<file path="src/rtl/serial_add_pkg.sv">
// serial_add_pkg
//   Shared definitions for the nibble-serial add/subtract sequencer:
//   the controller FSM state type and the width of the shared adder slice.
package serial_add_pkg;

  localparam int NIBBLE_W = 4;

  typedef enum logic {
    IDLE = 1'b0,
    RUN  = 1'b1
  } state_t;

endpackage

</file>
<file path="src/rtl/serial_add_ctrl_nibble_adder.sv">
// nibble_adder
//   4-bit ripple-carry adder shared by the serial sequencer.
//   Ports:
//     a, b  4-bit operands
//     ci    carry into bit 0
//     s     4-bit sum
//     co    carry out of bit 3
//     c3    carry into bit 3 (XOR with co gives signed overflow of the slice)
module nibble_adder
  import serial_add_pkg::*;
(
  input  logic [NIBBLE_W-1:0] a,
  input  logic [NIBBLE_W-1:0] b,
  input  logic                ci,
  output logic [NIBBLE_W-1:0] s,
  output logic                co,
  output logic                c3
);

  always_comb begin : ripple
    logic [NIBBLE_W:0] c;
    c    = '0;
    s    = '0;
    c[0] = ci;
    for (int i = 0; i < NIBBLE_W; i++) begin
      s[i]   = a[i] ^ b[i] ^ c[i];
      c[i+1] = (a[i] & b[i]) | (a[i] & c[i]) | (b[i] & c[i]);
    end
    co = c[NIBBLE_W];
    c3 = c[NIBBLE_W-1];
  end

endmodule

</file>
<file path="src/rtl/serial_add_ctrl.sv">
// serial_add_ctrl
//   WIDTH-bit add/subtract computed one nibble per clock through a single
//   shared 4-bit adder, least-significant nibble first, with the carry held
//   in a register between nibbles. Start/busy/done handshake; results are
//   registered and held until the next operation completes.
//
//   state | meaning
//   ------+-----------------------------------------------------------
//   IDLE  | waiting for start; results from the last operation held
//   RUN   | one nibble per edge; leaves after nibble NIB-1 with done
//
//   Ports:
//     clk, rst  rising-edge clock, synchronous active-high reset
//     start     request, sampled only while idle
//     a, b      operands, sampled with start
//     cin       carry in, sampled with start (ignored for subtract)
//     sub       1 = a - b
//     busy      high while nibbles are being processed
//     done      one-cycle pulse when sum/cout/ovf update
//     sum       WIDTH-bit result
//     cout      carry out of the MSB (subtract: 1 = no borrow)
//     ovf       two's-complement overflow
module serial_add_ctrl
  import serial_add_pkg::*;
#(
  parameter int WIDTH = 16
) (
  input  logic             clk,
  input  logic             rst,
  input  logic             start,
  input  logic [WIDTH-1:0] a,
  input  logic [WIDTH-1:0] b,
  input  logic             cin,
  input  logic             sub,
  output logic             busy,
  output logic             done,
  output logic [WIDTH-1:0] sum,
  output logic             cout,
  output logic             ovf
);

  localparam int NIB   = WIDTH / NIBBLE_W;
  localparam int CNT_W = (NIB > 1) ? $clog2(NIB) : 1;
  localparam logic [CNT_W-1:0] LAST_NIB = CNT_W'(NIB - 1);

  state_t             state_q;
  state_t             state_d;
  logic [CNT_W-1:0]   cnt_q;
  logic [WIDTH-1:0]   a_r;
  logic [WIDTH-1:0]   b_r;
  logic [WIDTH-1:0]   res_r;
  logic               carry_r;

  logic               load;
  logic               step;
  logic               last;

  logic [NIBBLE_W-1:0] nib_s;
  logic                nib_co;
  logic                nib_c3;
  logic [WIDTH-1:0]    res_next;

  nibble_adder u_nibble_adder (
    .a  (a_r[NIBBLE_W-1:0]),
    .b  (b_r[NIBBLE_W-1:0]),
    .ci (carry_r),
    .s  (nib_s),
    .co (nib_co),
    .c3 (nib_c3)
  );

  // Each new nibble enters at the top, so after NIB steps the first
  // (least-significant) nibble has reached bit 0.
  assign res_next = {nib_s, res_r[WIDTH-1:NIBBLE_W]};

  // State register
  always_ff @(posedge clk) begin
    if (rst) begin
      state_q <= IDLE;
    end else begin
      state_q <= state_d;
    end
  end

  // Next-state logic
  always_comb begin
    state_d = state_q;
    case (state_q)
      IDLE:    if (start) state_d = RUN;
      RUN:     if (cnt_q == LAST_NIB) state_d = IDLE;
      default: state_d = IDLE;
    endcase
  end

  // Output / control decode
  always_comb begin
    busy = 1'b0;
    load = 1'b0;
    step = 1'b0;
    last = 1'b0;
    case (state_q)
      IDLE: load = start;
      RUN: begin
        busy = 1'b1;
        step = 1'b1;
        last = (cnt_q == LAST_NIB);
      end
      default: ;
    endcase
  end

  // Datapath and result registers
  always_ff @(posedge clk) begin
    if (rst) begin
      cnt_q   <= '0;
      a_r     <= '0;
      b_r     <= '0;
      res_r   <= '0;
      carry_r <= 1'b0;
      done    <= 1'b0;
      sum     <= '0;
      cout    <= 1'b0;
      ovf     <= 1'b0;
    end else begin
      done <= 1'b0;
      if (load) begin
        // Subtract is a + ~b + 1; the caller's cin plays no part.
        a_r     <= a;
        b_r     <= sub ? ~b : b;
        carry_r <= sub ? 1'b1 : cin;
        cnt_q   <= '0;
      end else if (step) begin
        a_r     <= a_r >> NIBBLE_W;
        b_r     <= b_r >> NIBBLE_W;
        res_r   <= res_next;
        carry_r <= nib_co;
        cnt_q   <= cnt_q + 1'b1;
        if (last) begin
          done <= 1'b1;
          sum  <= res_next;
          cout <= nib_co;
          // On the top nibble, carry into bit 3 is the carry into the MSB.
          ovf  <= nib_co ^ nib_c3;
        end
      end
    end
  end

endmodule

</file>
<file path="config.mk">
export PLATFORM = sky130hd
export DESIGN_NAME = serial_add_ctrl
export DESIGN_NICKNAME = d
export VERILOG_FILES = /design/src/rtl/serial_add_pkg.sv /design/src/rtl/serial_add_ctrl_nibble_adder.sv /design/src/rtl/serial_add_ctrl.sv
export SDC_FILE = /design/constraint.sdc
export NUM_CORES = 1
export LEC_CHECK = 0
export ABC_AREA = 1
export CAP_MARGIN = 0
export CORE_MARGIN = 2
export CORE_UTILIZATION = 36
export CTS_BUF_LIST = sky130_fd_sc_hd__clkbuf_8
export CTS_CLUSTER_DIAMETER = 40
export CTS_CLUSTER_SIZE = 30
export DETAILED_ROUTE_END_ITERATION = 6
export DONT_BUFFER_PORTS = 1
export PLACE_DENSITY_LB_ADDON = 0.08
export SLEW_MARGIN = 20
export SYNTH_ARGS = -nofsm -noshare
export SYNTH_HDL_FRONTEND = slang
export SYNTH_HIERARCHICAL = 1
export SYNTH_SLANG_ARGS = --single-unit
</file>
<file path="constraint.sdc">
create_clock -name clk -period 2.41 [get_ports clk]
set_input_delay 0.482 -clock clk [delete_from_list [all_inputs] [get_ports clk]]
set_output_delay 0.482 -clock clk [all_outputs]
set_load 0.02 [all_outputs]
</file>
==> summary.md, run 1 <==
| Metric | Value |
|---|---|
| Outcome | completed |
| Ys flop type | dfxtp_1 |
| Number of buffers created by CTS | 9 |
| Cts hold-fix bufs | 0 |
| Total gr overflow | 0 |
| TritonCTS clock tree | yes |
| Ys async rst share | 0% |
| Pins Over Slew Limit | 0 |
| Vias in the first global route | 2,075 |
| Clk sinks | 67 |
| DRC viols | 0 |
| Core area | between 8000 and 9000 um2 |
| Root buf cell | clkbuf_8 |
| CP required | 2.68 ns |
| Crit Path Max Fanout | 2 |
| Critical R2R Launch | a_r[0] |
| Post-DR wirelength/cell | about 12 um |
| Antenna violations before repair | 0 |
| Sw Ratio | between 20 and 30% |
| Clock transition at path regs | 0.07 ns |
| Pwr dens | approximately 690 nW/um2 |
| Net switching power | around 580 uW |
| Buffers on Ports | 0 |
| Arr. time, crit path | ~2.5 ns |
| Syn Nets | between 400 and 500 |
| Minimum clock period | roughly 2.2 ns |
| Area grow syn2layout | 6.58% |
| Top cell type's share of synthesized area | about 45% |
| Dpl hpwl | around 4.4 mm |
| Dpl ws | between 0.2 and 0.25 ns |
| Synth area leaders | dfxtp_1 45%, nand2_1 16%, nand3_1 8.6% |
| Worst hold path depth | 1 |
| Setup Buffers After CTS | 0 |
| Worst Setup EP | res_r[15] |
| Synthesized instance count | roughly 420 |
| Synthesized flop and latch total | 67 |
| # H-tree levels | 3 |
| Vias | 2,408 |
| R2r worst-path depth | 10 |
| Post-CTS resize count | 0 |
| Post-synth EDFFs | 0 |
| Syn_area_per_cell | between 7 and 8 um2 |
| CP Cell Sequence | inv_1, fa_1, inv_1, fa_1, fa_1, inv_1, fa_1, inv_1, o21ai_0, a21oi_1 |
| Detailed Route Iter0 Violations | between 100 and 150 |
| Internal power | about 1.6 mW |
| Fillcell total | around 920 |
| Crit-path slowest cell | fa_1 |
| ANT cells | 0 |
| Crit. Startpoint | a_r[0] |
| Clk pwr share | between 30 and 40% |
| Setup_tns | 0 ns |
| IO Count | 57 |
| Largest net degree at the start of global routing | 32 |
| Crit path kind | flop to flop |
| Cell area after synthesis | roughly 3000 um2 |
| R2r setup slk | 0.22 ns |
| Clk_skew | 0.00677 ns |
| Fin crit share | 90.8% |
| DRT Pass-1 Iters | 4 |
| Clock tree buffer depth | 2 |
| Worst IR Drop VDD | 0.000251 V |
| Sequential fraction of the synthesis area | a little under half |
| Sequential Power Share | a little under three fifths |
| HP Class | input port to flop |
| Comb power frac | approximately 8.8% |
| Leakage | around 1.5 nW |
| Worst-Margin Slew | roughly 0.64 ns |
| Finish-stage setup viols | 0 |
| Critical path startpoint category | flop |
| Vias per cell | ~4.6 |
| Netlist cell types | 20 |
| RSZ-0062 raised after global routing | false |
| Final #Nets | ~450 |
| CP Buf/Inv Count | 4 |
| Clk_lat worst skew | 0.34 ns |
| Layout cells sized above 1 | under 10% |
| Finished Core Util | a little under 40% |
| Row count | 33 |
| First-pass GRT wire length | between 10 and 15 mm |
| Final Hold Viols | 0 |
| List of most frequent post-synthesis cells | 124 x nand2_1, 67 x dfxtp_1, 63 x inv_1, 51 x nand3_1, 46 x a21oi_1 |
| Worst hold slack | 0.200 ns |
| CP Capture Type | flop |
| Reg area | approximately 1300 um2 |
| Fmax | approximately 460 MHz |
| Die W | 94.8 um |
| Die Area | ~9000 um2 |
| Area of the multi-input gates | between 1000 and 1500 um2 |
| Post-synth top area cell | dfxtp_1 |
| R2r endpoint | res_r[15] |
| Number of synthesis warnings | 6 |
| Top-count cell post-synth | nand2_1 |
| Final ANT Viol Nets | 0 |
| CP Depth | 10 |
| Chip height | approximately 95 um |
| GPL Wtd Cong | between 0.7 and 0.8 |
| Slew headroom | roughly 57% |
| Min-delay src | rst |
| Total Wirelength | around 6.4 mm |
| Number of max-cap violations | 0 |
| CP top delay family | adder cells |
| Largest stage delay on the critical path | about 0.41 ns |
| Overall Global Routing Usage | between 15 and 20% |
| Initial cell density of the core | between 30% and 40% |
| Final setup margin | roughly 0.22 ns |
## final cells by class
| class | count | share of cell area, % |
|---|---|---|
| flip-flops and latches | 67 | 42.5 |
| multi-input cells | 259 | 38.9 |
| clock inverters | 7 | 1.15 |
| clock buffers | 9 | 3.92 |
| well taps | 105 | 4.16 |
| inverters | 67 | 7.95 |
| repair buffers | 6 | 1.42 |
## per-stage QoR
| step | total power [mW] | std cells | area (um2) |
|---|---|---|---|
| 2_1_floorplan | 1.39 | 418 | 2970 |
| 3_3_place_gp | 1.42 | 504 | 3000 |
| 3_5_place_dp | 1.42 | 504 | 3000 |
| 4_1_cts | 2.21 | 520 | 3160 |
| 5_1_grt | 2.30 | 520 | 3160 |
| 6_report | 2.17 | 520 | 3160 |
## layout by cell type (no fill, tap or decap), drive strengths merged
master,Yosys,routed
nor3,1,1
a211oi,1,1
clkinvlp,0,1
clkbuf,5,9
fa,4,4
ha,1,1
clkinv,0,5
a21oi,46,46
inv,67,68
nor2,3,3
nand3,51,51
nand2,125,125
dfxtp,67,67
xnor2,2,2
o21ai,25,25
buf,20,6
## state kept, by name (all words and copies together) (netlist names)
| name | cells |
|---|---|
| done | 1 |
| cout | 1 |
| ovf | 1 |
| sum | 16 |
| carry_r | 1 |
| cnt_q | 2 |
| b_r | 16 |
| a_r | 16 |
| res_r | 12 |
| state_q | 1 |
## how the worst min path moves through the flow
| stage | end | slack (ns) |
|---|---|---|
| after global routing | b_r[12] | 0.16 |
| after CTS | a_r[12] | 0.18 |
| after floorplan | sum[0] | 0.41 |
| after global placement | sum[2] | 0.43 |
| final | b_r[12] | 0.20 |
| after detailed placement | sum[2] | 0.45 |
## power groups by stage
stage | clock network (mW) | registers [mW] | logic (mW)
floorplan | 0 | 1.20 | 0.185
global placement | 0 | 1.22 | 0.193
detailed placement | 0 | 1.22 | 0.196
CTS | 0.814 | 1.20 | 0.196
global route | 0.876 | 1.20 | 0.224
finish | 0.783 | 1.20 | 0.191
## cell families after synthesis
group                      count (synthesis)  synth area share [%]
AOI/OAI and AO/OA                         72                  12.2
xor gates and xnor gates                   2                 0.591
adders and majority gates                  5                  3.12
buffers and inverters                     92                  13.3
DFF                                       67                  45.2
and+or+nand+nor                          180                  25.6
## routing by layer
layer | GRT usage [%] | share of wire (%) | wire length, um | vias to the layer above
met5 | 0 | 0 | 0 | -
met4 | 4.35 | 1.0 | 65 | 0
met2 | 25.8 | 50 | 3210 | 41
li1 | - | - | - | 1285
met3 | 5.99 | 4.8 | 312 | 6
met1 | 17.3 | 44 | 2860 | 1076
Power figures use the tool's default switching activity.
==> inputs of run 2 (changes only) <==
--- a/config.mk
+++ b/config.mk
@@ -6,7 +6,7 @@
 export NUM_CORES = 1
 export LEC_CHECK = 0
 export ABC_AREA = 1
-export CAP_MARGIN = 0
+export CAP_MARGIN = 20
 export CORE_MARGIN = 2
 export CORE_UTILIZATION = 36
 export CTS_BUF_LIST = sky130_fd_sc_hd__clkbuf_8
@@ -18,5 +18,4 @@
 export SLEW_MARGIN = 20
 export SYNTH_ARGS = -nofsm -noshare
 export SYNTH_HDL_FRONTEND = slang
-export SYNTH_HIERARCHICAL = 1
 export SYNTH_SLANG_ARGS = --single-unit
==> run 2 against run 1 <==
Synthesized cell count is 2.2% higher. Global-route usage rose by 0.92 points. Combinational power rose by 3%. Total power grew 12%. Clock-buffer cell count grew 1. Worst hold slack got worse by 0.00090 ns. Highest routed layer unchanged. Sequential share of layout area shrank 1.0 points.
==> summary.md, run 2 <==
| Metric | Value |
|---|---|
| Overall Global Routing Usage | 16.0% (was 15.0%) |
| DRT Pass-1 Iters | 4 (unchanged) |
| List of most frequent post-synthesis cells | 149 x nand2_1, 67 x dfxtp_1, 50 x inv_1, 47 x nand3_1, 35 x a21oi_1 (was 124 x nand2_1, 67 x dfxtp_1, 63 x inv_1, 51 x nand3_1, 46 x a21oi_1) |
| Number of buffers created by CTS | 9 (unchanged) |
| Finished Core Util | 39.8% (was 39.1%) |
| First-pass GRT wire length | 11.1 mm (was 10.2 mm) |
| Synthesized flop and latch total | 67 (unchanged) |
| Finish-stage setup viols | 0 (unchanged) |
| DRC viols | 0 (unchanged) |
| Area grow syn2layout | 8.65% (was 6.58%) |
| Largest stage delay on the critical path | 0.40 ns (was 0.41 ns) |
| Post-synth EDFFs | 0 (unchanged) |
| Clk_lat worst skew | 0.34 ns (about the same) |
| Sw Ratio | 24.5% (was 26.8%) |
| TritonCTS clock tree | yes (unchanged) |
| Top-count cell post-synth | nand2_1 (unchanged) |
| RSZ-0062 raised after global routing | false (unchanged) |
| Root buf cell | clkbuf_8 (unchanged) |
| Syn_area_per_cell | 6.98 um2 (was 7.10 um2) |
| Outcome | completed (unchanged) |
| Sequential Power Share | 49.0% (was 55.1%) |
| Row count | 33 (unchanged) |
| CP Cell Sequence | inv_1, fa_1, inv_1, fa_1, fa_1, inv_1, fa_1, or2_1, nand3_1, nand2_1, inv_1 (was inv_1, fa_1, inv_1, fa_1, fa_1, inv_1, fa_1, inv_1, o21ai_0, a21oi_1) |
| Fin area | 3240 um2 (was 3160 um2) |
| Pins Over Slew Limit | 0 (unchanged) |
| Post-synth top area cell | dfxtp_1 (unchanged) |
| Arr. time, crit path | 2.47 ns (was 2.46 ns) |
| Sequential fraction of the synthesis area | 45.0% (was 45.2%) |
| Dpl hpwl | 4.42 mm (was 4.44 mm) |
| Largest net degree at the start of global routing | 28 (was 32) |
| Setup_tns | 0 ns (unchanged) |
| Internal power | 1.84 mW (was 1.59 mW) |
| IO Count | 57 (unchanged) |
| Syn Nets | 469 (was 460) |
| Buffers on Ports | 0 (unchanged) |
| Area of the multi-input gates | 1290 um2 (was 1230 um2) |
| Crit Path Max Fanout | 3 (was 2) |
| Number of synthesis warnings | 0 (was 6) |
| Vias in the first global route | 2,254 (was 2,075) |
| Layout cells sized above 1 | 7.31% (was 6.99%) |
| Total gr overflow | 0 (unchanged) |
| CP required | 2.70 ns (was 2.68 ns) |
| Worst IR Drop VDD | 0.000326 V (was 0.000251 V) |
| # H-tree levels | 3 (unchanged) |
| Die W | 95.0 um (was 94.8 um) |
| Top cell type's share of synthesized area | 45.0% (was 45.2%) |
| Core area | 8130 um2 (was 8090 um2) |
| Most frequent cells in the layout | 149 x nand2_1, 66 x dfxtp_1, 50 x inv_1 (was 124 x nand2_1, 66 x dfxtp_1, 64 x inv_1) |
| Die Area | 9020 um2 (was 8980 um2) |
| Post-Place Cells | 513 (was 504) |
| Reg area | 1340 um2 (unchanged) |
| Clk pwr share | 43.0% (was 36.1%) |
| Synthesized instance count | 427 (was 418) |
| Leading cell type in the layout, fill and taps excluded | nand2_1 (unchanged) |
| Final setup margin | 0.230 ns (was 0.221 ns) |
| Leakage | 1.61 nW (was 1.54 nW) |
| Post-DR wirelength/cell | 12.5 um (was 12.4 um) |
| Cell area after synthesis | 2980 um2 (was 2970 um2) |
| Clk_skew | 0.00901 ns (was 0.00677 ns) |
| Pwr dens | 753 nW/um2 (was 687 nW/um2) |
| Fillcell total | 870 (was 921) |
| Vias | 2,463 (was 2,408) |
| Synth area leaders | dfxtp_1 45%, nand2_1 19%, nand3_1 7.9% (was dfxtp_1 45%, nand2_1 16%, nand3_1 8.6%) |
| Detailed Route Iter0 Violations | 68 (was 103) |
| CP Capture Type | flop (unchanged) |
| Minimum clock period | 2.18 ns (was 2.19 ns) |
| Slew headroom | 64.6% (was 57.2%) |
| Cts hold-fix bufs | 0 (unchanged) |
| Ys async rst share | 0% (unchanged) |
| Number of max-cap violations | 0 (unchanged) |
| Fin crit share | 90.4% (was 90.8%) |
| Clk sinks | 67 (unchanged) |
| Clock tree buffer depth | 2 (unchanged) |
| Chip height | 95.0 um (was 94.8 um) |
| Worst-Margin Slew | 0.530 ns (was 0.642 ns) |
| Critical path startpoint category | flop (unchanged) |
| Initial cell density of the core | 36.6% (was 36.7%) |
| Fmax | 459 MHz (was 457 MHz) |
| Antenna violations before repair | 0 (unchanged) |
| Netlist cell types | 23 (was 20) |
| Total Wirelength | 6.59 mm (was 6.45 mm) |
| Crit path kind | flop to flop (unchanged) |
| Ys flop type | dfxtp_1 (unchanged) |
| Area after DPL | 3010 um2 (was 3000 um2) |
| Final ANT Viol Nets | 0 (unchanged) |
| ANT cells | 0 (unchanged) |
| Setup Buffers After CTS | 0 (unchanged) |
| Vias per cell | 4.66 (was 4.63) |
| Clock transition at path regs | 0.07 ns (about the same) |
| Net switching power | 598 uW (was 581 uW) |
| Layout Cells excl Fill | 529 (was 520) |
| Comb power frac | 8.0% (was 8.8%) |
| Final #Nets | 461 (was 452) |
| HP Class | input port to flop (unchanged) |
| GPL Wtd Cong | 0.681 (was 0.751) |
| Largest registers | a_r x16, b_r x16, sum x16 (unchanged) |
| Dpl ws | 0.237 ns (was 0.230 ns) |
| Worst hold slack | 0.199 ns (was 0.200 ns) |
| Pwr Total | 2.44 mW (was 2.17 mW) |
| Post-CTS resize count | 0 (unchanged) |
| Crit-path slowest cell | fa_1 (unchanged) |
| Final Hold Viols | 0 (unchanged) |
==> run 2: changes by cell type in the layout (fill, tap and decap cells not counted), sizes merged, moves of 2 or more <==
cell / previous run / this run
a21oi: 46 / 35
o21ai: 25 / 17
clkinv: 5 / 2
nor2: 3 / 21
inv: 68 / 55
bufinv: 0 / 2
nand2: 125 / 150
nand3: 51 / 48
==> run 2: cell type report <==
type	instances	share of cell area (%)
flip-flops and latches	67	41.5
multi-input cells	281	40.0
inverters	55	6.38
clock buffers	10	4.25
well taps	105	4.06
clock inverters	6	2.74
repair buffers	5	1.16
==> run 2: power groups by stage <==
stage          clock [mW]  sequential, mW  combinational [mW]
5_1_grt              1.13            1.20               0.232
3_3_place_gp            0            1.22               0.197
6_report             1.05            1.19               0.196
3_5_place_dp            0            1.22               0.199
2_1_floorplan           0            1.21               0.182
4_1_cts              1.08            1.19               0.200
==> run 2: kinds of logic (layout without fill, tap and decap cells) <==
family          after synthesis  after routing  share of synthesized area (%)
compound gates               53             53                           8.98
xor+xnor                      2              2                          0.588
buf+inv                      79             76                           11.6
simple gates                221            221                           30.7
fa+ha+maj                     5              5                           3.11
flops                        67             67                           45.0
==> run 2: layer usage <==
| layer | up-vias | GRT usage (%) | part of all wire (%) |
|---|---|---|---|
| li1 | 1302 | - | - |
| met1 | 1107 | 19.2 | 45 |
| met2 | 49 | 26.5 | 47 |
| met3 | 5 | 6.86 | 6.4 |
| met4 | 0 | 3.62 | 0.94 |
| met5 | - | 0 | 0 |
==> run 2: path summary, 6_finish.rpt <==
check	from	to	slack (ns)	cells past startpoint
worst max-delay path	a_r[0]	carry_r	0.23	11
worst min-delay path	rst	a_r[14]	0.20	1
worst max register to register	a_r[0]	carry_r	0.23	11
worst min register to register	res_r[7]	sum[3]	0.44	2
==> run 2: worst max-delay path, delay by kind of cell, from the launching register on <==
family / cells / cell delay [ns]
adder cells (fa/ha/maj): 4 / 1.20
flip-flops: 1 / 0.33
buffers and inverters: 4 / 0.24
AND/OR/NAND/NOR: 3 / 0.37
==> inputs of run 3 (changes only) <==
--- a/config.mk
+++ b/config.mk
@@ -7,6 +7,8 @@
 export LEC_CHECK = 0
 export ABC_AREA = 1
 export CAP_MARGIN = 20
+export CELL_PAD_IN_SITES_DETAIL_PLACEMENT = 0
+export CELL_PAD_IN_SITES_GLOBAL_PLACEMENT = 1
 export CORE_MARGIN = 2
 export CORE_UTILIZATION = 36
 export CTS_BUF_LIST = sky130_fd_sc_hd__clkbuf_8
@@ -14,8 +16,9 @@
 export CTS_CLUSTER_SIZE = 30
 export DETAILED_ROUTE_END_ITERATION = 6
 export DONT_BUFFER_PORTS = 1
-export PLACE_DENSITY_LB_ADDON = 0.08
+export PLACE_DENSITY_LB_ADDON = 0.1
 export SLEW_MARGIN = 20
 export SYNTH_ARGS = -nofsm -noshare
 export SYNTH_HDL_FRONTEND = slang
+export SYNTH_HIERARCHICAL = 1
 export SYNTH_SLANG_ARGS = --single-unit
==> run 3 against run 2 <==
Sequential power about the same. Largest cell class unchanged. Die area decreased by 0.44%. Wire length decreased by 1.2%. Non-clock buffer count increased by 1. Combinational power about the same. Clock power increased by 4%. Fmax decreased by 1.3%. Critical path type unchanged. Via count decreased by 2.3%.
==> summary.md, run 3 (same netlist as run 1, synthesis figures left out) <==
| Metric | Value |
|---|---|
| Row count | 33 (unchanged) |
| # H-tree levels | 3 (unchanged) |
| Final #Nets | 452 (was 461) |
| Final setup margin | 0.201 ns (was 0.230 ns) |
| Crit path kind | flop to flop (unchanged) |
| Crit Path Max Fanout | 2 (was 3) |
| RSZ-0062 raised after global routing | false (unchanged) |
| Initial cell density of the core | 36.7% (was 36.6%) |
| Critical path startpoint category | flop (unchanged) |
| Fin area | 3250 um2 (was 3240 um2) |
| Clk pwr share | 43.8% (was 43.0%) |
| Pins Over Slew Limit | 0 (unchanged) |
| Sw Ratio | 25.0% (was 24.5%) |
| Setup_tns | 0 ns (unchanged) |
| Layout cells sized above 1 | 7.23% (was 7.31%) |
| Overall Global Routing Usage | 15.9% (was 16.0%) |
| Net switching power | 620 uW (was 598 uW) |
| Slew headroom | 67.5% (was 64.6%) |
| Vias in the first global route | 2,261 (was 2,254) |
| Setup Buffers After CTS | 0 (unchanged) |
| Detailed Route Iter0 Violations | 57 (was 68) |
| Fmax | 453 MHz (was 459 MHz) |
| Die Area | 8980 um2 (was 9020 um2) |
| Pwr Total | 2.48 mW (was 2.44 mW) |
| Leakage | 1.57 nW (was 1.61 nW) |
| Internal power | 1.86 mW (was 1.84 mW) |
| Clk_skew | 0.0111 ns (was 0.00901 ns) |
| Pwr dens | 762 nW/um2 (was 753 nW/um2) |
| Finish-stage setup viols | 0 (unchanged) |
| Area grow syn2layout | 9.45% (was 8.65%) |
| Clk_lat worst skew | 0.34 ns (about the same) |
| Post-Place Cells | 504 (was 513) |
| Layout Cells excl Fill | 520 (was 529) |
| Largest net degree at the start of global routing | 44 (was 28) |
| CP Capture Type | flop (unchanged) |
| Total Wirelength | 6.51 mm (was 6.59 mm) |
| GPL Wtd Cong | 0.724 (was 0.681) |
| Minimum clock period | 2.21 ns (was 2.18 ns) |
| Chip height | 94.8 um (was 95.0 um) |
| Clock tree buffer depth | 2 (unchanged) |
| Post-DR wirelength/cell | 12.5 um (about the same) |
| First-pass GRT wire length | 10.9 mm (was 11.1 mm) |
| Final Hold Viols | 0 (unchanged) |
| Largest registers | a_r x16, b_r x16, sum x16 (unchanged) |
| Finished Core Util | 40.1% (was 39.8%) |
| Dpl ws | 0.209 ns (was 0.237 ns) |
| CP required | 2.69 ns (was 2.70 ns) |
| Outcome | completed (unchanged) |
| Post-CTS resize count | 0 (unchanged) |
| Clk sinks | 67 (unchanged) |
| Buffers on Ports | 0 (unchanged) |
| Number of max-cap violations | 0 (unchanged) |
| Leading cell type in the layout, fill and taps excluded | nand2_1 (unchanged) |
| Worst-Margin Slew | 0.488 ns (was 0.530 ns) |
| Final ANT Viol Nets | 0 (unchanged) |
| Total gr overflow | 0 (unchanged) |
| DRC viols | 0 (unchanged) |
| Comb power frac | 8.0% (about the same) |
| Arr. time, crit path | 2.49 ns (was 2.47 ns) |
| Antenna violations before repair | 0 (unchanged) |
| Core area | 8090 um2 (was 8130 um2) |
| Fin crit share | 91.7% (was 90.4%) |
| HP Class | input port to flop (unchanged) |
| Worst hold path depth | 1 (unchanged) |
| Number of buffers created by CTS | 9 (unchanged) |
| ANT cells | 0 (unchanged) |
| Dpl hpwl | 4.41 mm (was 4.42 mm) |
| Vias | 2,406 (was 2,463) |
| IO Count | 57 (unchanged) |
| TritonCTS clock tree | yes (unchanged) |
| Worst IR Drop VDD | 0.000237 V (was 0.000326 V) |
| Vias per cell | 4.63 (was 4.66) |
| Worst hold slack | 0.193 ns (was 0.199 ns) |
| Sequential Power Share | 48.2% (was 49.0%) |
| R2r worst-path depth | 10 (was 11) |
| Clock transition at path regs | 0.08 ns (was 0.07 ns) |
| Most frequent cells in the layout | 124 x nand2_1, 66 x dfxtp_1, 63 x inv_1 (was 149 x nand2_1, 66 x dfxtp_1, 50 x inv_1) |
| DRT Pass-1 Iters | 4 (unchanged) |
| Root buf cell | clkbuf_8 (unchanged) |
| Area after DPL | 3010 um2 (about the same) |
| Die W | 94.8 um (was 95.0 um) |
| Cts hold-fix bufs | 0 (unchanged) |
run 3: worst max-delay path: stages (launching register included):
cell	delay [ns]
dfxtp_1	0.31
inv_1	0.07
fa_1	0.17
inv_1	0.05
fa_1	0.37
fa_1	0.41
inv_1	0.09
fa_1	0.40
inv_1	0.08
o21ai_0	0.08
a21oi_1	0.13
run 3: power groups by stage:
stage                     Clock [mW]  Sequential [mW]  Combinational, mW
after CTS                       1.12             1.19              0.204
after global placement             0             1.22              0.201
after detailed placement           0             1.22              0.203
final                           1.09             1.19              0.198
after floorplan                    0             1.20              0.185
after global routing            1.17             1.20              0.234
run 3: per-layer routing:
metal  track usage, %  wire length, um  share of wire, %
met1             20.0             3110                48
met2             25.4             3060                47
met3             3.83              229               3.5
met4             7.61              121               1.9
met5                0                0                 0
run 3: cell type report:
cell class	count	area, um2
clock inverter	6	95.1
multi-input combinational	259	1230
inverter	67	251
tap	105	131
clock buffer	10	138
fill	927	4850
timing repair buffer	6	57.6
sequential	67	1340
run 3: path summary, 6_finish.rpt:
| path | slack [ns] | end | from |
|---|---|---|---|
| setup / recovery | 0.20 | res_r[15] | a_r[0] |
| hold / removal | 0.19 | a_r[15] | rst |
| setup reg to reg | 0.20 | res_r[15] | a_r[0] |
| hold reg to reg | 0.45 | sum[2] | res_r[6] |
